--- src/rtl/array_host_seq.sv ---
// Host-side sequencer for the PE array: queues a program, issues it one instruction
// at a time, then sweeps every PE over a register window and streams the words out.
module array_host_seq #(
  parameter int SIZE       = 4,
  parameter int LENGTH     = 32,
  parameter int FIFO_DEPTH = 16,
  parameter int READ_WORDS = 4,
  parameter int TIMEOUT    = 1023
) (
  input  logic              clk,
  input  logic              reset,
  input  logic [LENGTH-1:0] instr_in,
  input  logic              instr_valid,
  output logic              instr_ready,
  input  logic              run,
  input  logic [9:0]        rd_base,
  output logic              busy,
  output logic              error,
  output logic [LENGTH-1:0] instruction,
  output logic              start,
  input  logic              array_done,
  output logic [SIZE-1:0]   PE_Addr,
  output logic [9:0]        RegAddr,
  input  logic [15:0]       data,
  output logic [15:0]       rd_data,
  output logic [SIZE-1:0]   rd_pe,
  output logic [9:0]        rd_reg,
  output logic              rd_valid,
  input  logic              rd_ready
);

  localparam int AW = $clog2(FIFO_DEPTH);
  localparam int CW = AW + 1;
  localparam int WW = $clog2(TIMEOUT + 1);
  localparam int NPE = SIZE * SIZE;
  localparam logic [SIZE-1:0] LAST_PE  = SIZE'(NPE - 1);
  localparam logic [9:0]      LAST_REG = 10'(READ_WORDS - 1);
  localparam logic [WW-1:0]   WD_LAST  = WW'(TIMEOUT - 1);
  localparam logic [CW-1:0]   FULL_CNT = CW'(FIFO_DEPTH);

  typedef enum logic [2:0] {
    S_IDLE, S_ISSUE, S_WAIT, S_RD_ADDR, S_RD_CAP, S_OUT
  } state_t;

  state_t            state_q, state_d;
  logic [LENGTH-1:0] mem [FIFO_DEPTH];
  logic [AW-1:0]     wr_ptr_q, wr_ptr_d, rd_ptr_q, rd_ptr_d;
  logic [CW-1:0]     count_q, count_d;
  logic [WW-1:0]     wdog_q, wdog_d;
  logic [SIZE-1:0]   pe_q, pe_d;
  logic [9:0]        reg_q, reg_d;
  logic [9:0]        regaddr_q, regaddr_d;
  logic [9:0]        rd_base_q;
  logic              error_q;
  logic [LENGTH-1:0] instruction_q;
  logic [15:0]       rd_data_q;
  logic [SIZE-1:0]   rd_pe_q;
  logic [9:0]        rd_reg_q;
  logic              rd_valid_q;
  logic              push, pop, flush, run_acc, set_err, load_instr, cap, hs;

  assign instr_ready = (count_q != FULL_CNT);
  assign push        = instr_valid && instr_ready;
  assign busy        = (state_q != S_IDLE);
  assign start       = (state_q == S_ISSUE);
  assign error       = error_q;
  assign instruction = instruction_q;
  assign PE_Addr     = pe_q;
  assign RegAddr     = regaddr_q;
  assign rd_data     = rd_data_q;
  assign rd_pe       = rd_pe_q;
  assign rd_reg      = rd_reg_q;
  assign rd_valid    = rd_valid_q;

  always_comb begin
    state_d    = state_q;
    wdog_d     = wdog_q;
    pe_d       = pe_q;
    reg_d      = reg_q;
    regaddr_d  = regaddr_q;
    pop        = 1'b0;
    flush      = 1'b0;
    run_acc    = 1'b0;
    set_err    = 1'b0;
    load_instr = 1'b0;
    cap        = 1'b0;
    hs         = 1'b0;
    case (state_q)
      S_IDLE: begin
        if (run) begin
          run_acc = 1'b1;
          if (count_q != '0) begin
            state_d    = S_ISSUE;
            load_instr = 1'b1;
          end else begin
            state_d   = S_RD_ADDR;
            pe_d      = '0;
            reg_d     = '0;
            regaddr_d = rd_base;
          end
        end
      end
      S_ISSUE: begin
        pop     = 1'b1;
        wdog_d  = '0;
        state_d = S_WAIT;
      end
      S_WAIT: begin
        wdog_d = wdog_q + WW'(1);
        // wdog_q == 0 marks the first WAIT cycle, where array_done may be stale
        if (wdog_q != '0 && array_done) begin
          if (count_q != '0) begin
            state_d    = S_ISSUE;
            load_instr = 1'b1;
          end else begin
            state_d   = S_RD_ADDR;
            pe_d      = '0;
            reg_d     = '0;
            regaddr_d = rd_base_q;
          end
        end else if (wdog_q == WD_LAST) begin
          set_err = 1'b1;
          flush   = 1'b1;
          state_d = S_IDLE;
        end
      end
      S_RD_ADDR: state_d = S_RD_CAP;
      S_RD_CAP: begin
        cap     = 1'b1;
        state_d = S_OUT;
      end
      S_OUT: begin
        if (rd_ready) begin
          hs = 1'b1;
          if (pe_q == LAST_PE && reg_q == LAST_REG) begin
            state_d = S_IDLE;
          end else begin
            state_d = S_RD_ADDR;
            if (reg_q == LAST_REG) begin
              reg_d = '0;
              pe_d  = pe_q + SIZE'(1);
            end else begin
              reg_d = reg_q + 10'd1;
            end
            regaddr_d = rd_base_q + reg_d;
          end
        end
      end
      default: state_d = S_IDLE;
    endcase

    wr_ptr_d = wr_ptr_q + AW'(push);
    rd_ptr_d = rd_ptr_q + AW'(pop);
    count_d  = count_q + CW'(push) - CW'(pop);
    // A timeout discards the whole queue, including any word pushed that same cycle
    if (flush) begin
      rd_ptr_d = wr_ptr_d;
      count_d  = '0;
    end
  end

  always_ff @(posedge clk) begin
    if (push) begin
      mem[wr_ptr_q] <= instr_in;
    end
  end

  always_ff @(posedge clk) begin
    if (reset) begin
      state_q       <= S_IDLE;
      wr_ptr_q      <= '0;
      rd_ptr_q      <= '0;
      count_q       <= '0;
      wdog_q        <= '0;
      pe_q          <= '0;
      reg_q         <= '0;
      regaddr_q     <= '0;
      rd_base_q     <= '0;
      error_q       <= 1'b0;
      instruction_q <= '0;
      rd_data_q     <= '0;
      rd_pe_q       <= '0;
      rd_reg_q      <= '0;
      rd_valid_q    <= 1'b0;
    end else begin
      state_q   <= state_d;
      wr_ptr_q  <= wr_ptr_d;
      rd_ptr_q  <= rd_ptr_d;
      count_q   <= count_d;
      wdog_q    <= wdog_d;
      pe_q      <= pe_d;
      reg_q     <= reg_d;
      regaddr_q <= regaddr_d;
      if (run_acc) begin
        rd_base_q <= rd_base;
        error_q   <= 1'b0;
      end else if (set_err) begin
        error_q <= 1'b1;
      end
      if (load_instr) begin
        instruction_q <= mem[rd_ptr_q];
      end
      if (cap) begin
        rd_data_q  <= data;
        rd_pe_q    <= pe_q;
        rd_reg_q   <= regaddr_q;
        rd_valid_q <= 1'b1;
      end else if (hs) begin
        rd_valid_q <= 1'b0;
      end
    end
  end

endmodule

--- config.mk ---
export PLATFORM = sky130hd
export DESIGN_NAME = array_host_seq
export DESIGN_NICKNAME = d
export VERILOG_FILES = /design/src/rtl/array_host_seq.sv
export SDC_FILE = /design/constraint.sdc
export NUM_CORES = 1
export LEC_CHECK = 0
export BUFFER_PORTS_ARGS = -buffer_cell sky130_fd_sc_hd__buf_2
export CAP_MARGIN = 0
export CELL_PAD_IN_SITES_DETAIL_PLACEMENT = 1
export CELL_PAD_IN_SITES_GLOBAL_PLACEMENT = 1
export CORE_MARGIN = 2
export CORE_UTILIZATION = 33
export CTS_CLUSTER_DIAMETER = 50
export CTS_CLUSTER_SIZE = 25
export DETAILED_ROUTE_END_ITERATION = 16
export PLACE_DENSITY = 0.61
export RECOVER_POWER = 25
export SYNTH_ARGS = -nofsm -noshare
export SYNTH_HDL_FRONTEND = slang
export SYNTH_SLANG_ARGS = --single-unit
--- constraint.sdc ---
create_clock -name clk -period 4.9 [get_ports clk]
set_input_delay 0.49 -clock clk [delete_from_list [all_inputs] [get_ports clk]]
set_output_delay 0.49 -clock clk [all_outputs]
set_load 0.02 [all_outputs]
**Word level (Yosys, flattened, before mapping)**

Memories as Yosys holds them, arrays and structs flattened. A register that Yosys moved wholly into a read port is not among the register bits.
Cells that the tools add are included.

- Multiplexer cells: 50
- $mul: 0
- Bitwise operators: 0
- Divide/modulo/power cells: 0
- Reductions and logical operators: 16
- Order comparisons: 0
- Equality and inequality tests: 17
- Shifts and indexed selects: 0
- $add $sub $neg: 8

Operators with widths:

| operator | number |
|---|---|
| 2-to-1 mux 10 bit | 15 |
| case mux 10 bit (3 select lines) | 2 |
| 2-to-1 mux 4 bit | 7 |
| adder 10 x 1 -> 10 bit, second input constant | 2 |
| case mux 10 bit (2 select lines) | 1 |
| case mux 3 bit (6 select lines) | 1 |
| 2-to-1 mux 1 bit | 16 |
| != test 2 bit, second input constant | 7 |
| 2-to-1 mux 3 bit | 4 |
| case mux 4 bit (3 select lines) | 1 |
| adder 10 bit | 1 |
| == test 10 bit, second input constant | 1 |
| == test 10 x 2 -> 1 bit, second input constant | 1 |
| nonzero test 10 bit | 1 |
| adder 4 x 1 -> 4 bit | 2 |
| AND reduction 7 bit | 1 |
| == test 3 x 2 -> 1 bit, second input constant | 2 |
| == test 3 bit, second input constant | 2 |
| AND reduction 6 bit | 1 |
| nonzero test 3 bit | 2 |
| adder 5 x 1 -> 5 bit | 1 |
| != test 5 bit, second input constant | 1 |
| AND reduction 5 bit | 1 |
| nonzero test 5 bit | 1 |
| other kinds (12) | 17 |

- Bits in writable memories: 512
- Memories kept: 1
- Bits of input ports: 64
- Output and inout port bits: 81
- Bits in latches: 0
- Flip-flop bits (word level): 92
- Memory bits (read-only): 0

Memory list:

| name | words | width | read ports | clocked after memory_dff | write ports | line | text |
|---|---|---|---|---|---|---|---|
| mem | 16 | 32 | 1 | 1 | 1 | 46 | `logic [LENGTH-1:0] mem [FIFO_DEPTH];` |

**Depth between registers and ports, before layout**

Gate-level depths: netlist of run 1.

- Word-level depth: 9
- Mapped depth: 15
- Mapped depth without buffers: 15

**Worst setup path after synthesis of run 1**

OpenSTA, ideal clock, no wires.

- Path kind: reg2reg
- From: register count_q[2]
- To: memory mem[0][0] (enable)
- Stages on the path, launching flop included: 7
- Data arrival time: 3.491 ns
- Slack: 0.948 ns
- Data required time: 4.439 ns
- Cell sequence: dfxtp_1 > inv_1 > ha_1 > nand3_1 > nand2_1 > or3_1 > nor3_1

- Longest elaborated chain between the ends: 4

RTL lines:

| element | line | text |
|---|---|---|
| start: declaration | 48 | `logic [CW-1:0] count_q, count_d;` |
| start signal: assignment | 189 | `count_q <= count_d;` |
| != test 5 bit | 62 | `assign instr_ready = (count_q != FULL_CNT);` |
| named net instr_ready | 14 | `output logic instr_ready,` |
| logical AND 1 bit | 63 | `assign push = instr_valid && instr_ready;` |
| 2-to-1 mux 1 bit | 163 | `if (push) begin` |
| 2-to-1 mux 1 bit (not written as such) | 164 | `mem[wr_ptr_q] <= instr_in;` |
| end: declaration | 46 |  |

The timed path passes the listed nets, and every way through them passes these cells.

**Worst setup path in the final report of run 1**

- From: register reg_q[4]
- To: register regaddr_q[7], in the netlist RegAddr[7]

- Longest elaborated chain between the ends: 9
- Elaborated cells on any way between the ends: 13
- Those cells by class: add/sub (2); eq/ne (2); mux (7); reduce/logical (2)

RTL lines:

| element | line | text |
|---|---|---|
| start: declaration | 51 | `logic [9:0] reg_q, reg_d;` |
| start signal: assignment | 192 | `reg_q <= reg_d;` |
| adder 10 x 1 -> 10 bit or == test 10 x 2 -> 1 bit (tied branches) | 143, 135, 139 |  |
| 2-to-1 mux 10 bit | 139 | `if (reg_q == LAST_REG) begin` |
| 2-to-1 mux 10 bit | 135 | `if (pe_q == LAST_PE && reg_q == LAST_REG) begin` |
| 2-to-1 mux 10 bit | 133 | `if (rd_ready) begin` |
| 2-to-1 mux 10 bit | 88 | `case (state_q)` |
| adder 10 bit | 145 | `regaddr_d = rd_base_q + reg_d;` |
| 2-to-1 mux 10 bit | 135 |  |
| 2-to-1 mux 10 bit | 133 |  |
| case mux 10 bit (3 select lines) | 88 |  |
| end signal: assignment | 193 | `regaddr_q <= regaddr_d;` |
| end: declaration | 52 | `logic [9:0] regaddr_q, regaddr_d;` |

Several ways; a longest one is shown, not always the timed one. The select of a mux whose other input is x is not followed.
A chain may end at the register's enable or synchronous reset.

==> impl_metrics.toml, run 1 <==
[clock_network]
clockRootBuffer = "clkbuf_16"
post_cts_buffers = 0
hold_buffers = 0
cts.sinks = 636
cts_buffer_depth = 3
cts_made_buffers = 70
insertion_delay_ns = 0.64
cts_resized = 0
clkTransAtPathRegs_ns = 0.06
cts_max_level = 3
cts_tree = "built"

[logic_synthesis]
synth_seq_cells = 636
synth.distinct_cells = 71
syn_inst = 1414
yosysSeqAreaShare = 0.716
synth.area.top_cells = "edfxtp_1 62%, mux4_2 13%, dfxtp_1 10%, nand2_1 1.7%, a21oi_1 1.4%"
synthArstFlopShare = 0
synth_ff_type = "edfxtp_1"
synth_top_area_share = 0.617
synth-edff-count = 512
synthesis.area_um2 = 24900
syn_nets = 1504
synth_top_cell_by_area = "edfxtp_1"
synth.avg_cell_area_um2 = 17.6
yosys_warnings = 0

[detailed_routing]
dr.pass1.iters = 5
vias = 13442
drt_wl_total_mm = 61.6
detail-route-antenna-nets = 0
first_iter_violations = 851
route.detailed.drc = 0
vias_per_cell = 5.15
route.detailed.wl_per_inst_um = 23.6

[pwr]
power.density_nw_per_um2 = 513
p_leak_nw = 9.64
vdd_drop_max_v = 0.000417
power_mw = 15.1

[timing]
finalHoldViolations = 0
relSlewSlack = 0.168
fin_ws_ns = 1.93
finalCritPeriodShare = 0.607
setup_viol = 0
timing.setup.tns_ns = 0
slew_viol_final = 0
rsz0062_at_grt = "false"
tightest_slew_ns = 1.25
clock_skew_ns = 0.0570
max_freq_mhz = 336
fin_crit_ns = 2.97

[final_layout]
drive_gt1_frac = 0.282
antenna_cells = 0
final_cells = 2612
final_common_cell = "edfxtp_1"
most-common-layout-cells = "512 x edfxtp_1, 145 x mux4_2, 121 x dfxtp_1, 118 x buf_2, 114 x nand2_1"
multiInputGateArea_um2 = 6750
seqCellArea_um2 = 17900
fin_area_um2 = 29500
largest_reg_flops = 512
fill_cells = 7364
largest-register = "mem"
area_delta_synth_final_pct = 18.2
nets = 1675

[placed_design]
gp_congestion = 0.781
post-dp-hpwl_mm = 37.3
placed_cells = 2482
place.port_buffers = 144
postPlaceCellArea_um2 = 26900
dp_slack_ns = 1.89

[floorplanning]
coreArea_um2 = 74600
ios = 145
fp.dieArea_um2 = 77800
die_y_um = 279
rows = 100
die_x_um = 279
start_util = 0.334

[setup_path]
cp_max_fo = 9
worstSetupStartpointType = "register"
cp.arrival_ns = 3.47
worstSetupPathType = "reg -> reg"
cp.required_ns = 5.39
cp-end-kind = "register"

[global_route]
grt_max_degree = 65
grt_pass1_vias = 14443
grt_first_pass_wirelength_mm = 92.9
gr-usage-all-layers = 0.160
antenna_found_initial = 4
grt-ovfl-total = 0

[run_status]
status = "finished, final reports clean"

[min_path]
min_path_type = "in -> reg"

[run]
drv_cap = 0
## metrics by stage
| step | hold slack, ns | utilization |
|---|---|---|
| floorplan | 0.450 | - |
| global placement | 0.439 | 0.361 |
| detailed placement | 0.448 | 0.361 |
| CTS | 0.0962 | 0.396 |
| global route | 0.131 | 0.395 |
| finish | 0.130 | 0.395 |
## routing by layer
metal / up-vias / wire length (µm) / global-route usage
met3: 100 / 3140 / 0.0356
met4: 8 / 1180 / 0.0393
met1: 7025 / 27400 / 0.215
met5: - / 48 / 0
met2: 318 / 29900 / 0.265
li1: 5991 / - / -
## worst max-delay path, stage by stage, from the launching register on
cell and delay (ns):
dfxtp_1 0.40, nor4_2 0.42, nand4b_2 0.27, and2_1 0.28, ha_1 0.28, a21oi_1 0.22, o211ai_1 0.18, o21ai_0 0.25
xor2_1 0.17, nor4_1 0.06, a311o_1 0.33
## cell type report
type                            instances  area share
Clock inverter                         55      0.0245
Timing Repair Buffer                  178      0.0333
Clock buffer                           75      0.0626
Multi-Input combinational cell        676       0.229
Inverter                               23     0.00293
Sequential cell                       636       0.606
Tap cell                              969      0.0411
## kinds of logic after synthesis
family / count (synthesis) / synth area share
compound gates: 192 / 0.0520
xor+xnor: 22 / 0.00773
fa+ha+maj: 26 / 0.0137
buf+inv: 102 / 0.0179
flops: 636 / 0.716
mux: 172 / 0.142
simple gates: 264 / 0.0503
## final timing paths
kind,startpoint,to,slack (ns),depth (start not counted)
max,reg_q[4],RegAddr[7],1.93,10
min,rd_base[2],rd_base_q[2],0.13,3
max reg2reg,reg_q[4],RegAddr[7],1.93,10
min reg2reg,rd_data[14],rd_data[14],0.45,2
## power breakdown
part           total (mW)  switching (mW)  internal, mW
registers            6.50           0.321          6.18
logic                2.94            1.62          1.32
clock network        5.68            2.47          3.21
total                15.1            4.41          10.7
## synthesized netlist by cell type, types with 3 or more instances
cell type  instances
inv_1             22
a31oi_1            5
a22o_1            33
nand2b_1           9
nor4_1             3
mux2i_1           25
ha_1              24
nor2_1            67
buf_6              3
o22ai_1            6
a21oi_1           69
buf_2             27
o221ai_1          10
buf_1              4
xor2_1             8
a211oi_1           5
and2_1             4
or3_1              3
xnor2_1           14
nand2_1          114
a22oi_1           11
clkbuf_1          43
dfxtp_1          124
nor2b_1            4
o21ai_0           21
o211ai_1           4
edfxtp_1         512
a311oi_1           8
nand4_1            3
and3_1             4
nor3_1            12
mux4_2           145
a221oi_1           5
nand3_1           16
Note: power is estimated with default switching activity, not from simulation.
==> run 2: changes to the inputs <==
- PLACE_DENSITY: 0.61 -> 0.63
- clock period: 4.9 -> 2.5 ns (I/O delays scaled with it)
==> run 2 against run 1 <==
  * Largest cell class unchanged
  * Via count grew 4.7%
  * Clock power grew 88%
  * Non-clock buffer count grew 125
  * The run now ends with negative setup slack left
  * Die area is the same
  * First-iteration DRC count grew 26%
  * Sequential power grew 94%
  * Global-route usage grew 0.70 points
  * Worst hold slack gained 0.015 ns
  * Total power grew 97%
  * Cell area grew 5.3%
==> impl_metrics.toml, run 2 (synthesis results as in run 1) <==
[run_status]
status = "finished with violations"
failed_checks = "negative setup slack"

[clock_network]
clkTransAtPathRegs_ns = 0.06
clockRootBuffer = "clkbuf_16"
cts_max_level = 3
cts_made_buffers = 66
insertion_delay_ns = 0.63
cts_buffer_depth = 3
cts.sinks = 636
cts_tree = "built"

[detailed_routing]
vias = 14077
detail-route-antenna-nets = 0
vias_per_cell = 5.16
route.detailed.wl_per_inst_um = 23.5
dr.pass1.iters = 5
route.detailed.drc = 0
first_iter_violations = 1075
drt_wl_total_mm = 64.2

[timing]
max_freq_mhz = 387
finalHoldViolations = 0
relSlewSlack = 0.556
setup_viol = 1
fin_ws_ns = -0.0856
clock_skew_ns = 0.0423
finalCritPeriodShare = 1.03
timing.setup.tns_ns = -0.0856
rsz0062_at_grt = "true"
tightest_slew_ns = 0.666
fin_crit_ns = 2.59
slew_viol_final = 0

[pwr]
vdd_drop_max_v = 0.000739
p_leak_nw = 10.2
power.density_nw_per_um2 = 961

[setup_path]
worstSetupPathType = "reg -> reg"
worstSetupStartpointType = "register"
cp_max_fo = 4
cp-end-kind = "register"
r2r_cells = 11
cp.required_ns = 2.99
cp.arrival_ns = 3.07
slowest_stage = "o211ai_1"
max_stage_delay_ns = 0.36
worstPathCellList = "nor4_4 -> and4b_1 -> buf_6 -> nor2_4 -> ha_4 -> nand3_2 -> o211ai_1 -> o21ai_1 -> xor2_1 -> nor4_2 -> a311o_1"

[final_layout]
largest-register = "mem"
nets = 1796
drive_gt1_frac = 0.321
antenna_cells = 0
fill_cells = 7291
most-common-layout-cells = "512 x edfxtp_1, 145 x mux4_2, 122 x buf_2, 114 x dfxtp_1, 113 x nand2_1"
final_common_cell = "edfxtp_1"
area_delta_synth_final_pct = 24.4
utilization = 0.416
final_cells = 2729
fin_area_um2 = 31000
largest_reg_flops = 512

[floorplanning]
start_util = 0.334
ios = 145
die_x_um = 279
fp.dieArea_um2 = 77800
coreArea_um2 = 74600
rows = 100
die_y_um = 279

[placed_design]
post-dp-hpwl_mm = 37.0
place.port_buffers = 144
postPlaceCellArea_um2 = 27800
dp_slack_ns = -0.127
placed_cells = 2541
gp_congestion = 0.814

[global_route]
grt_pass1_vias = 15059
grt-ovfl-total = 0
antenna_found_initial = 2
grt_max_degree = 46
gr-usage-all-layers = 0.167
grt_first_pass_wirelength_mm = 96.9

[run]
drv_cap = 0

[min_path]
hold_depth = 2
min_path_type = "in -> reg"
==> run 2: changes by cell type in the layout (fill, tap and decap cells not counted), sizes merged <==
cell / delta
buf: +71
dlygate4sd3: +58
clkinv: -10
clkbuf: -3
inv: -1
clkinvlp: +1
bufinv: +1
==> run 2: worst paths after layout <==
path	slack, ns	start	end
worst min-delay path	0.15	reset	wr_ptr_q[1]
worst max-delay path	-0.09	reg_q[4]	RegAddr[7]
worst min register to register	0.45	rd_data[15]	rd_data[15]
worst max register to register	-0.09	reg_q[4]	RegAddr[7]
==> run 2: report_power, final <==
part / internal, mW / switching, mW / leakage (nW)
Combinational: 3.04 / 3.51 / 3.45
Sequential: 12.1 / 0.443 / 5.64
Clock: 6.10 / 4.62 / 1.16
==> run 2: per-stage QoR <==
step / total power [mW] / hold WS (ns)
4_1_cts: 30.2 / 0.00485
2_1_floorplan: 17.0 / 0.349
5_1_grt: 31.1 / 0.164
6_report: 29.8 / 0.146
3_5_place_dp: 19.3 / 0.448
3_3_place_gp: 19.2 / 0.440
==> run 2: area by class of cell <==
cell class,instances,area [µm²],share of cell area
Clock inverter,46,641,0.0207
Timing Repair Buffer,303,2450,0.0789
Multi-Input combinational cell,676,6980,0.225
Tap cell,969,1210,0.0391
Clock buffer,76,1770,0.0572
Inverter,23,90.1,0.00290
Sequential cell,636,17900,0.576
==> run 2: what timing repair did <==
action                                  in CTS  in global routing
setup buffers                                4                  5
endpoints found under the setup margin       7                 11
pin swaps                                   17                 27
hold buffers                                58                  0
resized for setup                           30                 22
endpoints found under the hold margin      483                  0
cloned                                       0                  0
==> run 2: layer usage <==
| layer | share of wire | GRT usage | up-vias |
|---|---|---|---|
| li1 | - | - | 6242 |
| met1 | 0.43 | 0.221 | 7328 |
| met2 | 0.50 | 0.283 | 413 |
| met3 | 0.055 | 0.0342 | 90 |
| met4 | 0.020 | 0.0400 | 4 |
| met5 | 0.00034 | 0 | - |
==> run 2: critical path: cells and delay by family (launching register included) <==
kind	cells	cell delay, ns
flops	1	0.33
fa+ha+maj	1	0.28
buf+inv	1	0.12
simple gates	5	0.75
compound gates	3	0.79
xor+xnor	1	0.19
==> run 3: changes to the inputs <==
- PLACE_DENSITY: 0.63 -> 0.61
- clock period: 2.5 -> 2.85 ns (I/O delays scaled with it)
==> run 3 against run 2 <==
  * The flow now finishes without violations
  * Critical path depth decreased by 1
  * Maximum frequency decreased by 4.6%
  * Utilization decreased by 0.99 points
  * Cell area decreased by 2.4%
  * Count of clock-buffer cells in the layout decreased by 2
  * Clock skew increased by 0.0036 ns
  * Final cell count decreased by 2.1%
  * Total power decreased by 12%
  * Routed wire length decreased by 1.4%
  * First-iteration DRC count increased by 1.1%
  * Sequential share of layout area increased by 1.4 points
  * Critical endpoint unchanged
  * Largest power group unchanged
==> impl_metrics.toml, run 3 (synthesis results as in run 1) <==
[clock_network]
clkTransAtPathRegs_ns = 0.06
clockRootBuffer = "clkbuf_16"
cts_tree = "built"
cts_made_buffers = 69
cts_buffer_depth = 3
cts.sinks = 636
insertion_delay_ns = 0.62
cts_max_level = 3

[final_layout]
fill_cells = 7348
final_common_cell = "edfxtp_1"
area_delta_synth_final_pct = 21.4
utilization = 0.406
largest_reg_flops = 512
drive_gt1_frac = 0.298
most-common-layout-cells = "512 x edfxtp_1, 145 x mux4_2, 119 x dfxtp_1, 117 x buf_2, 114 x nand2_1"
nets = 1739
final_cells = 2673
largest-register = "mem"

[setup_path]
path_buf_inv = 0
worstSetupPathType = "reg -> reg"
cp.required_ns = 3.33
worstPathCellList = "nor4_2 -> and4b_1 -> nor2_1 -> ha_1 -> nand3_1 -> o211ai_1 -> o21ai_1 -> xor2_1 -> nor4_1 -> a311o_1"
slowest_stage = "ha_1"
max_stage_delay_ns = 0.39
cp-end-kind = "register"
critPathTopFamily = "simple AND/OR/NAND/NOR gates"
cp_max_fo = 4
cp.arrival_ns = 3.19
worstSetupStartpointType = "register"

[floorplanning]
die_y_um = 279
die_x_um = 279
start_util = 0.334
ios = 145
rows = 100
fp.dieArea_um2 = 77800
coreArea_um2 = 74600

[timing]
fin_ws_ns = 0.141
slew_viol_final = 0
finalHoldViolations = 0
finalCritPeriodShare = 0.951
setup_viol = 0
fin_hold_ws_ns = 0.0562
fin_crit_ns = 2.71
clock_skew_ns = 0.0460
max_freq_mhz = 369
relSlewSlack = 0.529
tightest_slew_ns = 0.703

[run]
drv_cap = 0

[placed_design]
gp_congestion = 0.782
placed_cells = 2516
place.port_buffers = 144
post-dp-hpwl_mm = 37.4
dp_slack_ns = -0.0253

[pwr]
power_mw = 26.1
vdd_drop_max_v = 0.000502
seqPwrFrac = 0.424
power.density_nw_per_um2 = 864
p_int_mw = 18.6
power_frac_clock = 0.371
p_leak_nw = 9.99
sw_frac_of_total = 0.288
p_comb_frac = 0.205
p_sw_mw = 7.52

[detailed_routing]
vias_per_cell = 5.17
drt_wl_total_mm = 63.3
first_iter_violations = 1087
route.detailed.wl_per_inst_um = 23.7
detail-route-antenna-nets = 0
vias = 13816
dr.pass1.iters = 5
route.detailed.drc = 0

[global_route]
gr-usage-all-layers = 0.164
grt_pass1_vias = 14734
antenna_found_initial = 4
grt_max_degree = 46
grt-ovfl-total = 0
grt_first_pass_wirelength_mm = 95.0

[run_status]
status = "finished, final reports clean"

[min_path]
min_path_type = "in -> reg"
==> run 3: cell count changes in the layout (fill, tap and decap cells not counted), sizes merged <==
cell,delta
bufinv,+1
dlygate4sd3,-30
clkinv,+9
clkinvlp,-3
clkbuf,+3
buf,-35
diode,+1
inv,-2
==> run 3: per-stage QoR <==
step	instance area (µm²)	TNS, ns
final	30300	0
after global routing	30300	-0.0223
after CTS	30200	0
after detailed placement	27500	-0.0253
after global placement	27500	0
after floorplan	25000	-46.55
==> run 3: tightest hold or removal path: stages <==
cell	delay [ns]
buf_2	0.14
nand2b_1	0.12
a21oi_1	0.06
==> run 3: what timing repair did <==
item,4_1_cts,5_1_grt
pin swaps,0,2
setup buffers,0,3
resized for setup,2,11
hold buffers,28,0
hold endpoints to repair,35,0
setup endpoints to repair,2,5
==> run 3: path summary, 6_finish.rpt <==
path	startpoint	to	slack [ns]	depth (start not counted)
max	reg_q[4]	RegAddr[7]	0.14	10
min	rd_ready	state_q[0]	0.06	3
max reg2reg	reg_q[4]	RegAddr[7]	0.14	10
min reg2reg	rd_data[6]	rd_data[6]	0.45	2
==> run 3: layout make-up <==
class,count,area [µm²],area share
Antenna cell,1,2.50,0.0000827
Clock inverter,51,724,0.0239
Sequential cell,636,17900,0.590
Multi-Input combinational cell,676,6820,0.225
Inverter,23,86.3,0.00285
Clock buffer,74,1790,0.0590
Timing Repair Buffer,243,1780,0.0586
Tap cell,969,1210,0.0400
==> run 3: per-layer routing <==
metal	vias up	GRT usage	wire, µm
met3	96	0.0339	3080
met4	6	0.0423	1350
met5	-	0	42
met1	7269	0.213	27600
met2	320	0.279	31200
li1	6125	-	-
==> run 3: power by group through the flow <==
stage,combinational (mW),sequential [mW],clock (mW)
after floorplan,3.48,11.4,0
after global placement,5.38,11.3,0
after detailed placement,5.45,11.3,0
after CTS,5.50,11.1,9.94
after global routing,5.83,11.2,10.3
final,5.37,11.1,9.70
